**config.mk**
```make
export PLATFORM = sky130hd
export DESIGN_NAME = fetch_stage_flat
export DESIGN_NICKNAME = d
export VERILOG_FILES = /design/src/rtl/riscv_pkg.sv /design/src/rtl/fetch_stage_if.sv /design/src/rtl/fetch_fifo.sv /design/src/rtl/fetch_stage.sv /design/src/flat_wrapper.sv
export SDC_FILE = /design/constraint.sdc
export NUM_CORES = 1
export LEC_CHECK = 0
export CAP_MARGIN = 20
export CORE_ASPECT_RATIO = 1.1
export CORE_UTILIZATION = 35
export DETAILED_ROUTE_END_ITERATION = 7
export PLACE_DENSITY = 0.67
export SLEW_MARGIN = 20
export SYNTH_ARGS = -nofsm -noshare
export SYNTH_HDL_FRONTEND = slang
export SYNTH_SLANG_ARGS = --single-unit
```
**constraint.sdc**
```tcl
create_clock -name clk -period 3.85 [get_ports clk]
set_input_delay 0.5775 -clock clk [delete_from_list [all_inputs] [get_ports clk]]
set_output_delay 0.5775 -clock clk [all_outputs]
set_load 0.01 [all_outputs]
```
**src/rtl/riscv_pkg.sv**
```systemverilog
// Shared core definitions: address/data widths,
// the canonical NOP and the fetch buffer entry.
package riscv_pkg;

    localparam int INS_ADDRESS = 9;
    localparam int INS_W       = 32;

    localparam logic [INS_W-1:0] NOP_INSTR = 32'h00000013;

    typedef struct packed {
        logic [INS_ADDRESS-1:0] pc;
        logic [INS_W-1:0]       instr;
    } fetch_entry_t;

endpackage

```
**src/rtl/fetch_stage_if.sv**
```systemverilog
// Fetch-side bus: instruction memory read port
// plus the valid/ready handshake towards decode.
interface fetch_stage_if
    import riscv_pkg::*;
#(
    parameter int INS_ADDRESS = riscv_pkg::INS_ADDRESS,
    parameter int INS_W       = riscv_pkg::INS_W
);

    logic [INS_ADDRESS-1:0] imem_ra;
    logic [INS_W-1:0]       imem_rd;
    logic                   out_valid;
    logic                   out_ready;
    logic [INS_W-1:0]       out_instr;
    logic [INS_ADDRESS-1:0] out_pc;

    modport master (
        output imem_ra,
        input  imem_rd,
        output out_valid,
        input  out_ready,
        output out_instr,
        output out_pc
    );

    modport slave (
        input  imem_ra,
        output imem_rd,
        input  out_valid,
        output out_ready,
        input  out_instr,
        input  out_pc
    );

endinterface

```
**src/rtl/fetch_fifo.sv**
```systemverilog
// Small in-order fetch buffer with flush.
// Caller only pops when non-empty and pushes when not full or popping.
module fetch_fifo
    import riscv_pkg::*;
#(
    parameter int  DEPTH = 2,
    parameter type T     = fetch_entry_t,
    localparam int PW    = $clog2(DEPTH),
    localparam int CW    = $clog2(DEPTH + 1)
) (
    input  logic          clk,
    input  logic          reset_n,
    input  logic          flush,
    input  logic          push,
    input  logic          pop,
    input  T              din,
    output T              head,
    output logic [CW-1:0] count,
    output logic          full,
    output logic          empty
);

    T              mem [DEPTH];
    logic [PW-1:0] wptr;
    logic [PW-1:0] rptr;

    // Pointer and occupancy bookkeeping; flush empties the buffer.
    always_ff @(posedge clk or negedge reset_n) begin
        if (!reset_n) begin
            wptr  <= '0;
            rptr  <= '0;
            count <= '0;
        end else if (flush) begin
            wptr  <= '0;
            rptr  <= '0;
            count <= '0;
        end else begin
            if (push) wptr <= wptr + PW'(1);
            if (pop)  rptr <= rptr + PW'(1);
            count <= count + CW'(push) - CW'(pop);
        end
    end

    // Entry storage; contents are don't-care until written.
    always_ff @(posedge clk) begin
        if (push && !flush) mem[wptr] <= din;
    end

    assign head  = mem[rptr];
    assign full  = (count == CW'(DEPTH));
    assign empty = (count == '0);

endmodule

```
**src/rtl/fetch_stage.sv**
```systemverilog
// Instruction fetch front end: owns the PC, feeds the
// fetch buffer and handles redirects from later stages.
module fetch_stage
    import riscv_pkg::*;
#(
    parameter int INS_ADDRESS = riscv_pkg::INS_ADDRESS,
    parameter int INS_W       = riscv_pkg::INS_W,
    parameter int DEPTH       = 2
) (
    input  logic                   clk,
    input  logic                   reset_n,
    fetch_stage_if.master          bus,
    input  logic                   redirect,
    input  logic [INS_ADDRESS-1:0] redirect_pc,
    output logic                   misalign_err
);

    localparam int CW = $clog2(DEPTH + 1);

    typedef struct packed {
        logic [INS_ADDRESS-1:0] pc;
        logic [INS_W-1:0]       instr;
    } entry_t;

    logic [INS_ADDRESS-1:0] pc;
    logic                   push;
    logic                   pop;
    logic                   full;
    logic                   empty;
    logic [CW-1:0]          count;
    entry_t                 din;
    entry_t                 head;

    assign pop  = bus.out_valid & bus.out_ready;
    assign push = !redirect & (!full | pop);
    assign din  = '{pc: pc, instr: bus.imem_rd};

    fetch_fifo #(
        .DEPTH (DEPTH),
        .T     (entry_t)
    ) u_fifo (
        .clk     (clk),
        .reset_n (reset_n),
        .flush   (redirect),
        .push    (push),
        .pop     (pop & !redirect),
        .din     (din),
        .head    (head),
        .count   (count),
        .full    (full),
        .empty   (empty)
    );

    // PC update: redirect wins, otherwise advance on every enqueue.
    always_ff @(posedge clk or negedge reset_n) begin
        if (!reset_n) begin
            pc           <= '0;
            misalign_err <= 1'b0;
        end else if (redirect) begin
            pc           <= {redirect_pc[INS_ADDRESS-1:2], 2'b00};
            misalign_err <= misalign_err | (redirect_pc[1:0] != 2'b00);
        end else if (push) begin
            pc <= pc + INS_ADDRESS'(4);
        end
    end

    assign bus.imem_ra   = pc;
    assign bus.out_valid = (count != '0);
    assign bus.out_instr = empty ? NOP_INSTR : head.instr;
    assign bus.out_pc    = empty ? '0 : head.pc;

endmodule

```
**src/flat_wrapper.sv**
```systemverilog
// flat-port wrapper written by rule: the top's interface ports become plain ports
module fetch_stage_flat import riscv_pkg::*;
#(
    parameter int INS_ADDRESS = riscv_pkg::INS_ADDRESS,
    parameter int INS_W       = riscv_pkg::INS_W,
    parameter int DEPTH       = 2
)
  (clk, reset_n, redirect, redirect_pc, misalign_err, bus_imem_ra, bus_imem_rd, bus_out_valid, bus_out_ready, bus_out_instr, bus_out_pc);
  fetch_stage_if #(.INS_ADDRESS(INS_ADDRESS), .INS_W(INS_W)) bus_i ();
  input  logic clk;
  input  logic reset_n;
  input  logic redirect;
  input  logic [INS_ADDRESS-1:0] redirect_pc;
  output logic misalign_err;
  output wire logic [$bits(bus_i.imem_ra)-1:0] bus_imem_ra;
  input wire logic [$bits(bus_i.imem_rd)-1:0] bus_imem_rd;
  output wire logic [$bits(bus_i.out_valid)-1:0] bus_out_valid;
  input wire logic [$bits(bus_i.out_ready)-1:0] bus_out_ready;
  output wire logic [$bits(bus_i.out_instr)-1:0] bus_out_instr;
  output wire logic [$bits(bus_i.out_pc)-1:0] bus_out_pc;
  assign bus_imem_ra = bus_i.imem_ra;
  assign bus_i.imem_rd = bus_imem_rd;
  assign bus_out_valid = bus_i.out_valid;
  assign bus_i.out_ready = bus_out_ready;
  assign bus_out_instr = bus_i.out_instr;
  assign bus_out_pc = bus_i.out_pc;
  fetch_stage #(.INS_ADDRESS(INS_ADDRESS), .INS_W(INS_W), .DEPTH(DEPTH)) u_core (.clk(clk), .reset_n(reset_n), .bus(bus_i), .redirect(redirect), .redirect_pc(redirect_pc), .misalign_err(misalign_err));
endmodule
```
**Word level (Yosys, flattened, before mapping)**

Memory sizes are Yosys's and may differ from the RTL's.
Index checks and enable logic that the tools add are counted.

- Logic and storage cells: 36
- Bits in writable memories: 82
- Memories: 1
- Output and inout bits: 52
- Flip-flop bits (word level): 14

- Add/subtract/negate cells: 5
- Reductions and logical operators: 8
- Equality and inequality tests: 1
- Bitwise operators: 5
- Mux-type cells: 11

Memory list:

| name | words | width | read ports | clocked after Yosys merged registers in | wr ports | RTL line | RTL |
|---|---|---|---|---|---|---|---|
| u_core.u_fifo.mem | 2 | 41 | 1 | 0 | 1 | fetch_fifo.sv:23 | `T mem [DEPTH];` |

Operators with widths:

| cell | number |
|---|---|
| $mux W32 | 1 |
| $mux W9 | 3 |
| $add A9 B3 Y9 const B | 1 |
| $reduce_bool A2 Y1 | 4 |
| $mux W1 | 6 |
| $and A1 B1 Y1 | 3 |
| $add A1 B1 Y1 const B | 2 |
| $add A2 B1 Y2 | 1 |
| $eq A2 B2 Y1 const B | 1 |
| $logic_not A1 Y1 | 2 |
| $logic_not A2 Y1 | 1 |
| $mux W2 | 1 |
| $or A1 B1 Y1 | 2 |
| $sub A2 B1 Y2 | 1 |
| $logic_and A1 B1 Y1 | 1 |

**Depth between registers and ports, before layout**

- Depth in word-level cells: 7
- Depth in mapped cells: 8

**By module**

From an unflattened synthesis, not the netlist that was laid out.

- Cell total of the unflattened synthesis: 258
- Area, all modules: 4,231.6 um^2

By module, submodules not included:

| module | instances | area an instance (um^2) | cells an instance |
|---|---|---|---|
| fetch_fifo | 1 | 3,378.2 | 147 |
| fetch_stage | 1 | 853.3 | 111 |

**Least setup slack after synthesis**

Ideal clock, no wire load.

- Kind: input to register
- Start: in bus_out_ready
- End: mem u_core.u_fifo.mem[0][0] (netlist bit) (enable)
- Buffers on the path: 1
- Data required time: 3.415 ns
- Path slack: 0.685 ns
- Data arrival time: 2.729 ns
- Setup time: 0.435 ns
- Cell stages on the path: 4
- Cells stage by stage: nor3b_2 -> buf_4 -> or2_2 -> nor2_1

- Longest elaborated chain between the ends: 6

RTL lines:

| element | RTL line | RTL |
|---|---|---|
| from (decl) | flat_wrapper.sv:18 | `input wire logic [$bits(bus_i.out_ready)-1:0] bus_out_ready;` |
| $and A1 B1 Y1 | fetch_stage.sv:34 | `assign pop = bus.out_valid & bus.out_ready;` |
| $or A1 B1 Y1 | fetch_stage.sv:35 | `assign push = !redirect & (!full \| pop);` |
| $and A1 B1 Y1 | fetch_stage.sv:35 |  |
| $logic_and A1 B1 Y1 | fetch_fifo.sv:46 | `if (push && !flush) mem[wptr] <= din;` |
| $mux W1 | fetch_fifo.sv:46 |  |
| $mux W1 (implied by the code) | fetch_fifo.sv:46 |  |
| to (decl) | fetch_fifo.sv:23 |  |

No other way between the ends.

**Worst setup path in the final report**

- Start: reg u_core.u_fifo.count[0]
- End: out bus_out_instr[0]

- Longest elaborated chain between the ends: 2

RTL lines:

| element | RTL line | RTL |
|---|---|---|
| from (decl) | fetch_fifo.sv:18 | `output logic [CW-1:0] count,` |
| from (signal assigned) | fetch_fifo.sv:40 | `count <= count + CW'(push) - CW'(pop);` |
| $logic_not A2 Y1 | fetch_fifo.sv:51 | `assign empty = (count == '0);` |
| $mux W32 | fetch_stage.sv:69 | `assign bus.out_instr = empty ? NOP_INSTR : head.instr;` |
| to (decl) | flat_wrapper.sv:19 | `output wire logic [$bits(bus_i.out_instr)-1:0] bus_out_instr;` |

No other way between the ends.

==> summary.md <==
| Metric | Value |
|---|---|
| Outcome | complete, no violations |
| Rel. slew slack | 0.575 |
| Num CTS Buffers | 9 |
| Fin. Hold Viols | 0 |
| Comb power frac | 0.321 |
| Final-stage net count | 387 |
| Max-cap violations | 0 |
| Die area | 10700 sq um |
| Seq cells post-synth | 90 |
| Via count | 2191 |
| Critical path class | flip-flop to output port |
| CP startpoint kind | flip-flop |
| Post-synthesis compound-gate area fraction | 0.0205 |
| PortBufs | 92 |
| CTS sink cnt | 90 |
| Die Width | 98.7 um |
| Internal | 1980 uW |
| Placed cell area | 4690 sq um |
| Grt ovf | 0 |
| Most instantiated cells after synthesis | edfxtp_1, nor2_1, mux2i_1 |
| FFs w/ async S/R, synth | 0.133 |
| Crit path max fanout | 26 |
| EDFF count, synth | 78 |
| Slowest Stage Delay on Critical Path | 540 ps |
| Clock transition at path regs | 80 ps |
| Drt drc | 0 |
| CTS Root Buffer Type | clkbuf_8 |
| Mapped Area | 3600 sq um |
| Cell variety after synth | 24 |
| Warnings from Yosys | 0 |
| CTS tree | yes |
| Synth top area share | 0.651 |
| Inserted Diodes | 0 |
| Routed WL | 6910 um |
| Drt first pass iters | 6 |
| Worst EP arrival | 2230 ps |
| Core area | 9940 sq um |
| Vias in the first global route | 2118 |
| Share of cells above drive strength 1 | 0.0843 |
| Mux cell area share after synthesis | 0.111 |
| Global placement routability congestion | 0.847 |
| Iter 0 DRT Violations | 87 |
| Routed Antenna Nets | 0 |
| Worst slew pin tran | 635 ps |
| Leak | 0.00170 uW |
| Pwr dens | 569 nW/um^2 |
| Fill cell count | 857 |
| TNS Setup | 0 ps |
| Largest family of logic cells by synthesized area | multiplexers |
| VDD IR max | 263 uV |
| R2r endpoint | u_core.u_fifo.mem[1][5] |
| Fmax | 356 MHz |
| # IOs | 97 |
| Adder-Cell Fraction of Synth Area | 0.0104 |
| Post-DP HPWL | 4940 um |
| WHS | 478 ps |
| Hold Crit Depth | 1 |
| Sw power | 798 uW |
| Synth area leaders | edfxtp_1, mux2i_1, dfrtp_1 |
| First-pass GRT wire length | 10600 um |
| Cells after Synth | 239 |
| Dpl ws | 995 ps |
| DR vias/cell | 4.72 |
| Min-delay src | u_core.misalign_err |
| Initial core utilization | 0.362 |
| Clock skew | 11.7 ps |
| Synth Area in XOR/XNOR | 0.0122 |
| R2r setup slk | 1610 ps |
| Mean Syn Cell Area | 15.1 sq um |
| CTS Hold Buffers Added | 0 |
| Post-synth top area cell | edfxtp_1 |
| Clock share of power | 0.221 |
| Worst Hold Class | flip-flop to flip-flop |
| Sequential Power Share | 0.458 |
| Fin crit period | 2810 ps |
| Height of the chip | 108 um |
| Max clock buf depth | 2 |
| Initial antenna violation count | 1 |
| Worst endpoint required time | 3270 ps |
| Fin area | 4880 sq um |
| Final WS setup | 1040 ps |
| Clk_lat worst skew | 340 ps |
| Hold EP | u_core.misalign_err |
| Final setup violation count | 0 |
| Synth Area in Simple Gates | 0.0831 |
| GRT Total Usage | 0.132 |
| Slowest-stage cell, CP | nor2_4 |
| Count leader, synth | edfxtp_1 |
| Postcts setup bufs | 0 |
| Seq/Total Area, Yosys | 0.735 |
| Period utilisation layout | 0.730 |
| RSZ-0062 raised after global routing | false |
| Max Slew Vio Count | 0 |
| Crit-path cells | nor2_4, inv_1, nand2_1, clkdlybuf4s50_1 |
| Reg2reg path depth | 5 |
| CTS H-tree depth | 3 |
| Switching part of the total | 0.288 |
| Setup crit end kind | output port |
| FP Rows | 38 |
| Synth Flop Type | edfxtp_1 |
| Avg WL per Cell | 14.9 um |
| FF-to-FF Start | u_core.u_fifo.count[1] |
| Area growth, synth to finish | 35.7% |
| Largest net degree at the start of global routing | 27 |
| CTS-repair resized insts | 0 |
kinds of logic after synthesis:
kind of cell / after synthesis
buffers and inverters: 19
AO/OA/AOI/OAI: 12
flip-flops: 90
other: 1
AND/OR/NAND/NOR: 69
adder cells (fa/ha/maj): 3
XOR/XNOR: 5
multiplexers: 40
critical path, delay by kind of cell (launching register included):
kind                   cells  cell delay [ps]
DFF                        1              450
buffers and inverters      2              750
and+or+nand+nor            2              670
through the flow:
| step | util | total power [uW] | instances |
|---|---|---|---|
| floorplan | - | 1720 | 242 |
| CTS | 0.491 | 2820 | 464 |
| detailed placement | 0.472 | 2200 | 448 |
| finish | 0.491 | 2780 | 464 |
| global route | 0.491 | 2920 | 464 |
| global placement | 0.472 | 2190 | 448 |
power groups by stage:
stage               registers [uW]  logic, uW  clock network (uW)
floorplan                     1260        454                   0
global placement              1290        898                   0
detailed placement            1290        906                   0
CTS                           1270        911                 634
global route                  1280        971                 669
finish                        1270        892                 612
registers in the layout, summed over array words and instances, names as in the netlist:
signal and count:
u_core.u_fifo.mem 78, u_core.bus.imem_ra 7, u_core.misalign_err 1, u_core.u_fifo.wptr 1, u_core.u_fifo.rptr 1, u_core.u_fifo.count 2
per-layer routing:
layer	wire [um]	GRT usage	up-vias
met4	74	0.0490	2
met1	2980	0.162	1038
met5	13	0	-
met2	3400	0.224	79
met3	438	0.0388	12
li1	-	-	1060
area by class of cell:
cell class / count / area [sq um] / area share
clock buffers: 11 / 141 / 0.0290
clock inverters: 5 / 53.8 / 0.0110
inverters: 5 / 18.8 / 0.00385
multi-input cells: 133 / 892 / 0.183
flip-flops and latches: 90 / 2640 / 0.542
well taps: 120 / 150 / 0.0308
repair buffers: 100 / 981 / 0.201
placed cells by master (no fill, tap or decap), drive strengths merged:
cell	count
clkdlybuf4s50	92
conb	4
nand2b	1
edfxtp	78
inv	5
xor2	3
xnor2	2
o31ai	2
nand3	5
nor3b	1
nand2	9
bufinv	1
mux2i	40
a31oi	3
nor2b	1
clkbuf	11
dfrtp	12
or3	1
or4	4
or2	1
o211ai	2
o21ai	5
buf	8
ha	3
clkinv	4
nor2	46
worst max-delay path by stage:
stage / slack [ps] / endpoint / cells past startpoint / start
global placement: 1050 / u_core.u_fifo.mem[1][15] / 4 / redirect
CTS: 970 / bus_out_instr[0] / 4 / u_core.u_fifo.count[0]
detailed placement: 1000 / u_core.u_fifo.mem[1][21] / 4 / redirect
floorplan: 690 / u_core.u_fifo.mem[0][0] / 4 / bus_out_ready
finish: 1040 / bus_out_instr[0] / 4 / u_core.u_fifo.count[0]
global route: 890 / bus_out_instr[0] / 4 / u_core.u_fifo.count[0]
No activity file was read; power rests on OpenSTA's default activity.
